**config.mk**
```make
export PLATFORM = sky130hd
export DESIGN_NAME = morse_tx_ctrl
export DESIGN_NICKNAME = d
export VERILOG_FILES = /design/src/rtl/morse_pkg.sv /design/src/rtl/morse_unit_timer.sv /design/src/rtl/morse_tx_ctrl.sv
export SDC_FILE = /design/constraint.sdc
export NUM_CORES = 1
export LEC_CHECK = 0
export CORE_ASPECT_RATIO = 1.1
export CORE_UTILIZATION = 55
export CTS_CLUSTER_SIZE = 24
export DETAILED_ROUTE_END_ITERATION = 6
export GPL_ROUTABILITY_DRIVEN = 0
export PLACE_DENSITY = 0.77
export SYNTH_ARGS = -nofsm -noshare
export SYNTH_HDL_FRONTEND = slang
export SYNTH_HIERARCHICAL = 1
export SYNTH_SLANG_ARGS = --single-unit
export TNS_END_PERCENT = 30
```
**constraint.sdc**
```tcl
create_clock -name clk -period 5.1 [get_ports clk]
set_clock_uncertainty 0.15 [all_clocks]
set_input_delay 0.765 -clock clk [delete_from_list [all_inputs] [get_ports clk]]
set_output_delay 0.765 -clock clk [all_outputs]
set_load 0.1 [all_outputs]
```
**src/rtl/morse_pkg.sv**
```systemverilog
// Shared types and constants for the Morse keying controller.
// Build option: MORSE_WORD_GAP_EN turns a zero-length ROM entry into a word gap.
package morse_pkg;

  typedef enum logic [2:0] {
    IDLE,
    FETCH,
    LOAD,
    MARK,
    SPACE,
`ifdef MORSE_WORD_GAP_EN
    CGAP,
    WGAP
`else
    CGAP
`endif
  } state_e;

  localparam int LEN_MSB = 7;
  localparam int LEN_LSB = 5;
  localparam int PAT_W   = 5;

  localparam logic [2:0] MAX_LEN = 3'(PAT_W);

  localparam logic [2:0] DOT_UNITS      = 3'd1;
  localparam logic [2:0] DASH_UNITS     = 3'd3;
  localparam logic [2:0] SYM_GAP_UNITS  = 3'd1;
  localparam logic [2:0] CHAR_GAP_UNITS = 3'd3;
  localparam logic [2:0] WORD_GAP_UNITS = 3'd7;

endpackage

```
**src/rtl/morse_unit_timer.sv**
```systemverilog
// Counts a whole number of Morse units; expire is high in the last cycle.
// Build option: none (MORSE_WORD_GAP_EN only affects the controller).
module morse_unit_timer #(
  parameter int UNIT_CYCLES = 5000000,
  parameter int CNT_W       = 23
) (
  input  logic       clk,
  input  logic       rst_n,
  input  logic       start,
  input  logic [2:0] units,
  output logic       expire
);

  logic             active_q, active_d;
  logic [CNT_W-1:0] cyc_q, cyc_d;
  logic [2:0]       unit_q, unit_d;
  logic [2:0]       units_q, units_d;
  logic             last_cyc, last_unit;

  assign last_cyc  = (cyc_q == CNT_W'(UNIT_CYCLES - 1));
  assign last_unit = (unit_q == units_q - 3'd1);
  assign expire    = active_q && last_cyc && last_unit;

  always_comb begin
    active_d = active_q;
    cyc_d    = cyc_q;
    unit_d   = unit_q;
    units_d  = units_q;
    if (start) begin
      active_d = 1'b1;
      cyc_d    = '0;
      unit_d   = '0;
      units_d  = units;
    end else if (active_q) begin
      if (last_cyc) begin
        cyc_d = '0;
        if (last_unit) active_d = 1'b0;
        else           unit_d   = unit_q + 3'd1;
      end else begin
        cyc_d = cyc_q + 1'b1;
      end
    end
  end

  always_ff @(posedge clk or negedge rst_n) begin
    if (!rst_n) begin
      active_q <= 1'b0;
      cyc_q    <= '0;
      unit_q   <= '0;
      units_q  <= '0;
    end else begin
      active_q <= active_d;
      cyc_q    <= cyc_d;
      unit_q   <= unit_d;
      units_q  <= units_d;
    end
  end

endmodule

```
**src/rtl/morse_tx_ctrl.sv**
```systemverilog
// Morse keying controller: ROM lookup per character, then marks and gaps.
// Build option: MORSE_WORD_GAP_EN plays a zero-length entry as a 7-unit word gap.
module morse_tx_ctrl
  import morse_pkg::*;
#(
  parameter int UNIT_CYCLES = 5000000,
  parameter int CNT_W       = 23
) (
  input  logic       clk,
  input  logic       rst_n,
  input  logic       char_valid,
  output logic       char_ready,
  input  logic [7:0] char_data,
  output logic [7:0] rom_addr,
  input  logic [7:0] rom_data,
  output logic       tone,
  output logic       busy,
  output logic       done
);

  state_e           state_q, state_d;
  logic [7:0]       rom_addr_q, rom_addr_d;
  logic [2:0]       len_q, len_d;
  logic [PAT_W-1:0] pat_q, pat_d;
  logic             tone_q, tone_d;
  logic             done_q, done_d;

  logic [2:0]       len_raw, len_clamp;
  logic [PAT_W-1:0] pat_align;
  logic             t_start, t_expire;
  logic [2:0]       t_units;

  morse_unit_timer #(
    .UNIT_CYCLES(UNIT_CYCLES),
    .CNT_W      (CNT_W)
  ) u_timer (
    .clk   (clk),
    .rst_n (rst_n),
    .start (t_start),
    .units (t_units),
    .expire(t_expire)
  );

  // Left-align the pattern so the next symbol is always the MSB.
  always_comb begin
    len_raw   = rom_data[LEN_MSB:LEN_LSB];
    len_clamp = (len_raw > MAX_LEN) ? MAX_LEN : len_raw;
    pat_align = rom_data[PAT_W-1:0] << (MAX_LEN - len_clamp);
  end

  always_comb begin
    state_d    = state_q;
    rom_addr_d = rom_addr_q;
    len_d      = len_q;
    pat_d      = pat_q;
    done_d     = 1'b0;
    t_start    = 1'b0;
    t_units    = DOT_UNITS;
    unique case (state_q)
      IDLE: begin
        if (char_valid) begin
          rom_addr_d = char_data;
          state_d    = FETCH;
        end
      end
      FETCH: state_d = LOAD;
      LOAD: begin
        if (len_clamp == 3'd0) begin
`ifdef MORSE_WORD_GAP_EN
          state_d = WGAP;
          t_start = 1'b1;
          t_units = WORD_GAP_UNITS;
`else
          state_d = IDLE;
          done_d  = 1'b1;
`endif
        end else begin
          len_d   = len_clamp;
          pat_d   = pat_align;
          state_d = MARK;
          t_start = 1'b1;
          t_units = pat_align[PAT_W-1] ? DASH_UNITS : DOT_UNITS;
        end
      end
      MARK: begin
        if (t_expire) begin
          pat_d   = pat_q << 1;
          len_d   = len_q - 3'd1;
          t_start = 1'b1;
          if (len_q > 3'd1) begin
            state_d = SPACE;
            t_units = SYM_GAP_UNITS;
          end else begin
            state_d = CGAP;
            t_units = CHAR_GAP_UNITS;
          end
        end
      end
      SPACE: begin
        if (t_expire) begin
          state_d = MARK;
          t_start = 1'b1;
          t_units = pat_q[PAT_W-1] ? DASH_UNITS : DOT_UNITS;
        end
      end
      CGAP: begin
        if (t_expire) begin
          state_d = IDLE;
          done_d  = 1'b1;
        end
      end
`ifdef MORSE_WORD_GAP_EN
      WGAP: begin
        if (t_expire) begin
          state_d = IDLE;
          done_d  = 1'b1;
        end
      end
`endif
      default: state_d = IDLE;
    endcase
    tone_d = (state_d == MARK);
  end

  always_ff @(posedge clk or negedge rst_n) begin
    if (!rst_n) begin
      state_q    <= IDLE;
      rom_addr_q <= '0;
      len_q      <= '0;
      pat_q      <= '0;
      tone_q     <= 1'b0;
      done_q     <= 1'b0;
    end else begin
      state_q    <= state_d;
      rom_addr_q <= rom_addr_d;
      len_q      <= len_d;
      pat_q      <= pat_d;
      tone_q     <= tone_d;
      done_q     <= done_d;
    end
  end

  assign char_ready = (state_q == IDLE);
  assign busy       = (state_q != IDLE);
  assign rom_addr   = rom_addr_q;
  assign tone       = tone_q;
  assign done       = done_q;

endmodule

```
==> impl_metrics.env, run 1 <==
export IMPL_status="finished clean"
export IMPL_syn2layout_area_growth_pct=13.2
export IMPL_avgSynthCellArea_sq_um=9.05
export IMPL_yosysUniqueCellTypes=66
export IMPL_p_per_area_nw_per_um2=193
export IMPL_internal_power_mw=0.524
export IMPL_synth_seq_cells=51
export IMPL_grt_pass1_wl_um=11800
export IMPL_critical_path_required_ns=5.16
export IMPL_worst_ir_drop_vdd_mv=0.201
export IMPL_async_flop_share_pct=100
export IMPL_antenna_found_initial=0
export IMPL_drt_total_wl_um=6970
export IMPL_seq_area_sq_um=1280
export IMPL_grt_pass1_vias=2564
export IMPL_clkPwrFrac_pct=35.3
export IMPL_cts_root_buf="clkbuf_8"
export IMPL_max_freq_mhz=272
export IMPL_cp_cell_sequence="inv_1, ha_1, xor3_1, nor3_1, and3_1, inv_1, a2bb2oi_2, o21ai_2, buf_4, nor3_1, mux2i_1, a21bo_2"
export IMPL_cts_sinks=51
export IMPL_place_area_sq_um=3490
export IMPL_synth_ff_type="dfrtp_1"
export IMPL_routed_via_count=2697
export IMPL_cts_htree_levels=2
export IMPL_switching_share_pct=24.1
export IMPL_combPwrFrac_pct=5.8
export IMPL_final_area_sq_um=3580
export IMPL_routedWlPerCell_um=15.7
export IMPL_hold_depth=2
export IMPL_slew_headroom_pct=34.4
export IMPL_tightest_slew_ns=0.981
export IMPL_nets=393
export IMPL_yosysTopAreaCellShare_pct=40.3
export IMPL_diodes=0
export IMPL_finalHoldViolations=0
export IMPL_crit_arrival_ns=3.73
export IMPL_grt_max_degree=52
export IMPL_overflow=0
export IMPL_pin_count=31
export IMPL_crit_path_start_kind="register"
export IMPL_initial_core_util_pct=57.9
export IMPL_ys_seq_area_share_pct=40.3
export IMPL_viasPerCell=6.06
export IMPL_yosys_warnings=6
export IMPL_die_w_um=74.4
export IMPL_postCtsResizedCells=0
export IMPL_ctsHoldBuffers=0
export IMPL_slowest_stage="o21ai_2"
export IMPL_initialDrtViolationCount=214
export IMPL_ant_nets=0
export IMPL_multi_input_area_sq_um=1750
export IMPL_p_sw_mw=0.166
export IMPL_p_leak_nw=1.46
export IMPL_setup_violations_final=0
export IMPL_die_h_um=81.6
export IMPL_path_max_fanout=24
export IMPL_synthTopCellsByArea="dfrtp_1, mux2_2, nand2_1"
export IMPL_place_hpwl_um=4860
export IMPL_drcViolationCount=0
export IMPL_clk_latency_ns=0.31
export IMPL_drtPass1Iterations=4
export IMPL_track_usage_pct=24.9
export IMPL_cts_tree="done"
export IMPL_worst_setup_path_end_kind="register"
export IMPL_io_buffer_count=30
export IMPL_cts_setup_buffers=0
export IMPL_drv_slew=0
export IMPL_period_share_pct=72.0
export IMPL_cts_buffer_depth=2
export IMPL_fill_cells=470
export IMPL_fin_crit_ns=3.67
export IMPL_maxCapViolCount=0
export IMPL_netlist_instances=350
export IMPL_drive_gt1_share_pct=10.0
export IMPL_worstRegToRegCells=12
export IMPL_cpPeakStageDelay_ns=0.69
export IMPL_holdCritPathClass="reg -> reg"
export IMPL_syn_nets=374
export IMPL_clkTransAtPathRegs_ns=0.10
export IMPL_fp_dieArea_sq_um=6070
export IMPL_rsz0062_at_grt="no"
export IMPL_syn_area_sq_um=3170
export IMPL_critPathKind="reg -> reg"
export IMPL_synth_edf_count=0
export IMPL_core_sq_um=5470
export IMPL_p_seq_share_pct=58.9
export IMPL_cts_buffers=5
export IMPL_yosysTopAreaCell="dfrtp_1"
export IMPL_rows=28
export IMPL_setup_tns_final_ns=0
==> power by group through the flow <==
stage,clock [mW],sequential (mW),combinational [mW]
2_1_floorplan,0,0.414,0.0147
3_3_place_gp,0,0.415,0.0394
3_5_place_dp,0,0.415,0.0406
4_1_cts,0.252,0.407,0.0409
5_1_grt,0.262,0.407,0.0453
6_report,0.244,0.407,0.0400
==> placed cells by master (no fill, tap or decap), types with 5 or more instances in the layout <==
cell	instances
dfrtp_1	51
nand2_1	30
clkdlybuf4s50_1	29
nor2_1	24
nand3_1	18
o21ai_0	16
inv_1	12
nand2b_1	12
mux2_2	12
nor3_1	10
nor4_1	10
a21oi_1	9
nor2b_1	8
nand4_1	7
or4_1	7
or3_1	6
and3_1	6
a31oi_1	5
o211ai_1	5
mux2i_1	5
ha_1	5
clkbuf_8	5
==> cells by family (layout without fill, tap and decap cells) <==
family,after synthesis,count (layout),synth area share (%)
xor+xnor,5,5,1.86
simple gates,164,164,29.0
flops,51,51,40.3
buf+inv,34,54,4.50
compound gates,71,71,15.9
mux,18,18,6.20
fa+ha+maj,5,5,1.98
other cells,2,2,0.237
==> worst max-delay path, delay by kind of cell, from the launching register on <==
| family | cells | cell delay (ns) |
|---|---|---|
| compound gates | 3 | 1.09 |
| xor+xnor | 1 | 0.42 |
| fa+ha+maj | 1 | 0.15 |
| buf+inv | 3 | 0.49 |
| flops | 1 | 0.40 |
| mux | 1 | 0.13 |
| simple gates | 3 | 0.75 |
==> sequential cells by signal, summed over array words and instances, names as in the netlist <==
register          cells
rom_addr              8
len_q                 3
u_timer/units_q       3
pat_q                 5
done                  1
u_timer/active_q      1
u_timer/cyc_q        23
tone                  1
state_q               3
u_timer/unit_q        3
==> worst paths after layout <==
check                                    from                end  slack (ns)
min reg2reg                          pat_q[0]           pat_q[0]        0.33
max in group asynchronous               rst_n  u_timer/cyc_q[22]        3.95
min in group asynchronous               rst_n        rom_addr[2]        0.40
min                                  pat_q[0]           pat_q[0]        0.33
max reg2reg                u_timer/units_q[0]   u_timer/cyc_q[7]        1.43
max                        u_timer/units_q[0]   u_timer/cyc_q[7]        1.43
==> cell type report <==
| class | count | area share (%) |
|---|---|---|
| Clock buffer | 5 | 1.92 |
| Clock inverter | 3 | 0.663 |
| Inverter | 12 | 1.26 |
| Multi-Input combinational cell | 265 | 48.9 |
| Sequential cell | 51 | 35.6 |
| Tap cell | 75 | 2.62 |
| Timing Repair Buffer | 34 | 9.08 |
==> synth_stat cells, drive strengths merged, types with 6 or more instances <==
| library cell | n |
|---|---|
| a21oi | 9 |
| and3 | 6 |
| buf | 6 |
| clkbuf | 16 |
| dfrtp | 51 |
| inv | 12 |
| mux2 | 13 |
| nand2 | 30 |
| nand2b | 12 |
| nand3 | 18 |
| nand4 | 7 |
| nor2 | 24 |
| nor2b | 8 |
| nor3 | 10 |
| nor4 | 11 |
| o21ai | 17 |
| or3 | 7 |
| or4 | 7 |
==> stage by stage <==
stage	std cells	total power, mW	utilization [%]	hold slack (ns)	worst slack (ns)
3_3_place_gp	437	0.454	63.9	0.305	1.58
2_1_floorplan	350	0.429	-	0.289	1.89
3_5_place_dp	437	0.455	63.9	0.312	1.48
5_1_grt	445	0.714	65.6	0.366	1.14
6_report	445	0.690	65.6	0.335	1.43
4_1_cts	445	0.699	65.6	0.334	1.43
==> layer usage <==
metal / routed length, um / vias up / GRT usage (%)
li1: - / 1331 / -
met1: 3290 / 1312 / 34.2
met2: 3380 / 47 / 40.9
met3: 226 / 7 / 3.80
met4: 70 / 0 / 6.42
met5: 0 / - / 0
Note: power is estimated with default switching activity, not from simulation.
==> run 2: changes to the inputs <==
--- a/config.mk
+++ b/config.mk
@@ -6,7 +6,7 @@
 export NUM_CORES = 1
 export LEC_CHECK = 0
 export CORE_ASPECT_RATIO = 1.1
-export CORE_UTILIZATION = 55
+export CORE_UTILIZATION = 52
 export CTS_CLUSTER_SIZE = 24
 export DETAILED_ROUTE_END_ITERATION = 6
 export GPL_ROUTABILITY_DRIVEN = 0
==> constraint.sdc (replaced) <==
create_clock -name clk -period 3 [get_ports clk]
set_clock_uncertainty 0.15 [all_clocks]
set_input_delay 0.45 -clock clk [delete_from_list [all_inputs] [get_ports clk]]
set_output_delay 0.45 -clock clk [all_outputs]
set_load 0.1 [all_outputs]
==> run 2 against run 1 <==
Effect of this change: cell count is 3.6% higher; critical path depth stayed put; die area is 5.6% higher; worst setup slack worse by 1.3 ns; critical path type unchanged; highest routed layer unchanged.
==> impl_metrics.env, run 2 (same netlist as run 1, synthesis figures left out) <==
export IMPL_status="finished clean"
export IMPL_nets=407
export IMPL_rsz0062_at_grt="no"
export IMPL_initialDrtViolationCount=308
export IMPL_finalHoldViolations=0
export IMPL_critical_path_required_ns=3.04
export IMPL_viasPerCell=6.19
export IMPL_max_freq_mhz=349
export IMPL_cts_htree_levels=2
export IMPL_syn2layout_area_growth_pct=18.5
export IMPL_die_h_um=83.8
export IMPL_drive_gt1_share_pct=17.2
export IMPL_fin_hold_ws_ns=0.0937
export IMPL_layout_commonest_cell="dfrtp_1"
export IMPL_fill_cells=465
export IMPL_path_max_fanout=12
export IMPL_holdCritPathClass="in -> async"
export IMPL_worstSetupStartpoint="u_timer/cyc_q[8]"
export IMPL_place_hpwl_um=4910
export IMPL_multi_input_area_sq_um=1780
export IMPL_r2r_start="u_timer/cyc_q[8]"
export IMPL_overflow=0
export IMPL_total_power_mw=1.25
export IMPL_clk_latency_ns=0.30
export IMPL_drcViolationCount=0
export IMPL_clkTransAtPathRegs_ns=0.10
export IMPL_fp_dieArea_sq_um=6410
export IMPL_cts_tree="done"
export IMPL_critPathKind="reg -> reg"
export IMPL_crit_arrival_ns=2.91
export IMPL_setup_tns_final_ns=0
export IMPL_ant_nets=0
export IMPL_cts_sinks=51
export IMPL_p_leak_nw=1.58
export IMPL_largest_reg_flops=23
export IMPL_drt_total_wl_um=7380
export IMPL_drtPass1Iterations=5
export IMPL_cts_buffers=5
export IMPL_track_usage_pct=23.2
export IMPL_io_buffer_count=30
export IMPL_grt_pass1_wl_um=12200
export IMPL_pin_count=31
export IMPL_drv_slew=0
export IMPL_crit_end="u_timer/cyc_q[19]"
export IMPL_period_share_pct=95.5
export IMPL_crit_path_start_kind="register"
export IMPL_core_sq_um=5810
export IMPL_p_per_area_nw_per_um2=332
export IMPL_cts_buffer_depth=2
export IMPL_top_register="u_timer/cyc_q"
export IMPL_final_cell_mix="dfrtp_1, nand2_1, buf_4"
export IMPL_diodes=0
export IMPL_final_util_pct=64.7
export IMPL_routed_via_count=2855
export IMPL_maxCapViolCount=0
export IMPL_fin_ws_ns=0.134
export IMPL_grt_max_degree=52
export IMPL_routedWlPerCell_um=16.0
export IMPL_setup_violations_final=0
export IMPL_seq_area_sq_um=1280
export IMPL_slew_headroom_pct=47.5
export IMPL_tightest_slew_ns=0.780
export IMPL_worst_ir_drop_vdd_mv=0.212
export IMPL_place_ws_ns=0.0823
export IMPL_worst_setup_path_end_kind="register"
export IMPL_worstRegToRegCells=12
export IMPL_rows=29
export IMPL_initial_core_util_pct=54.5
export IMPL_fin_crit_ns=2.87
export IMPL_antenna_found_initial=0
export IMPL_worstReg2RegEnd="u_timer/cyc_q[19]"
export IMPL_rrSetupSlack_ns=0.13
export IMPL_cts_root_buf="clkbuf_8"
export IMPL_grt_pass1_vias=2661
export IMPL_die_w_um=76.4
## run 2: cell count changes in the layout (fill, tap and decap cells not counted), sizes merged, moves of 2 or more
| cell | delta |
|---|---|
| buf | +24 |
| clkbuf | +2 |
| clkdlybuf4s50 | -12 |
| clkinv | +2 |
| clkinvlp | -2 |
## run 2: worst min-delay path by stage
stage	endpoint	slack, ns	cells after the start	from
2_1_floorplan	done	0.004	0	rst_n
3_3_place_gp	pat_q[0]	0.31	2	pat_q[0]
3_5_place_dp	pat_q[0]	0.31	2	pat_q[0]
4_1_cts	u_timer/active_q	0.13	2	rst_n
5_1_grt	rom_addr[5]	0.17	2	rst_n
6_report	pat_q[0]	0.09	2	rst_n
## run 2: cell type report
| cell class | count | share of cell area [%] |
|---|---|---|
| clock inverter | 3 | 1.17 |
| multi-input combinational | 265 | 47.3 |
| sequential | 51 | 34.0 |
| tap | 77 | 2.57 |
| inverter | 12 | 1.20 |
| timing repair buffer | 48 | 11.9 |
| clock buffer | 5 | 1.83 |
## run 2: critical path, stage by stage, from the launching register on
cell,delay [ns]
dfrtp_1,0.42
nand2_1,0.10
or4_1,0.51
nor4_2,0.24
and3_4,0.22
inv_1,0.06
a2bb2oi_2,0.18
o21ai_4,0.21
buf_4,0.15
clkbuf_16,0.16
nor3_1,0.06
a41oi_1,0.18
o41ai_1,0.10
## run 2: what timing repair did
item,4_1_cts,5_1_grt
hold buffers,0,0
buffers inserted,0,2
endpoints found under the setup margin,0,8
gates resized for setup,0,3
## run 2: through the flow
stage | instances | instance area, sq um
2_1_floorplan | 350 | 3180
3_3_place_gp | 449 | 3560
3_5_place_dp | 449 | 3560
4_1_cts | 457 | 3670
5_1_grt | 461 | 3750
6_report | 461 | 3750
## run 2: power breakdown
| group | switching [mW] | total (mW) | internal [mW] | leakage [nW] |
|---|---|---|---|---|
| clock | 0.235 | 0.484 | 0.249 | 0.0581 |
| combinational | 0.0348 | 0.0723 | 0.0375 | 0.862 |
| sequential | 0.00177 | 0.691 | 0.690 | 0.660 |
## run 2: metal layers
layer | GRT usage (%) | share of wire, % | vias to the layer above
li1 | - | - | 1358
met1 | 29.9 | 44 | 1395
met2 | 40.2 | 50 | 89
met3 | 3.28 | 4.3 | 13
met4 | 7.34 | 1.5 | 0
met5 | 0 | 0 | -
==> run 3: changes to the inputs <==
--- a/config.mk
+++ b/config.mk
@@ -5,6 +5,7 @@
 export SDC_FILE = /design/constraint.sdc
 export NUM_CORES = 1
 export LEC_CHECK = 0
+export CAP_MARGIN = 20
 export CORE_ASPECT_RATIO = 1.1
 export CORE_UTILIZATION = 52
 export CTS_CLUSTER_SIZE = 24
==> results of run 3 <==
Final layout, timing and power as in run 2 (identical DEF).
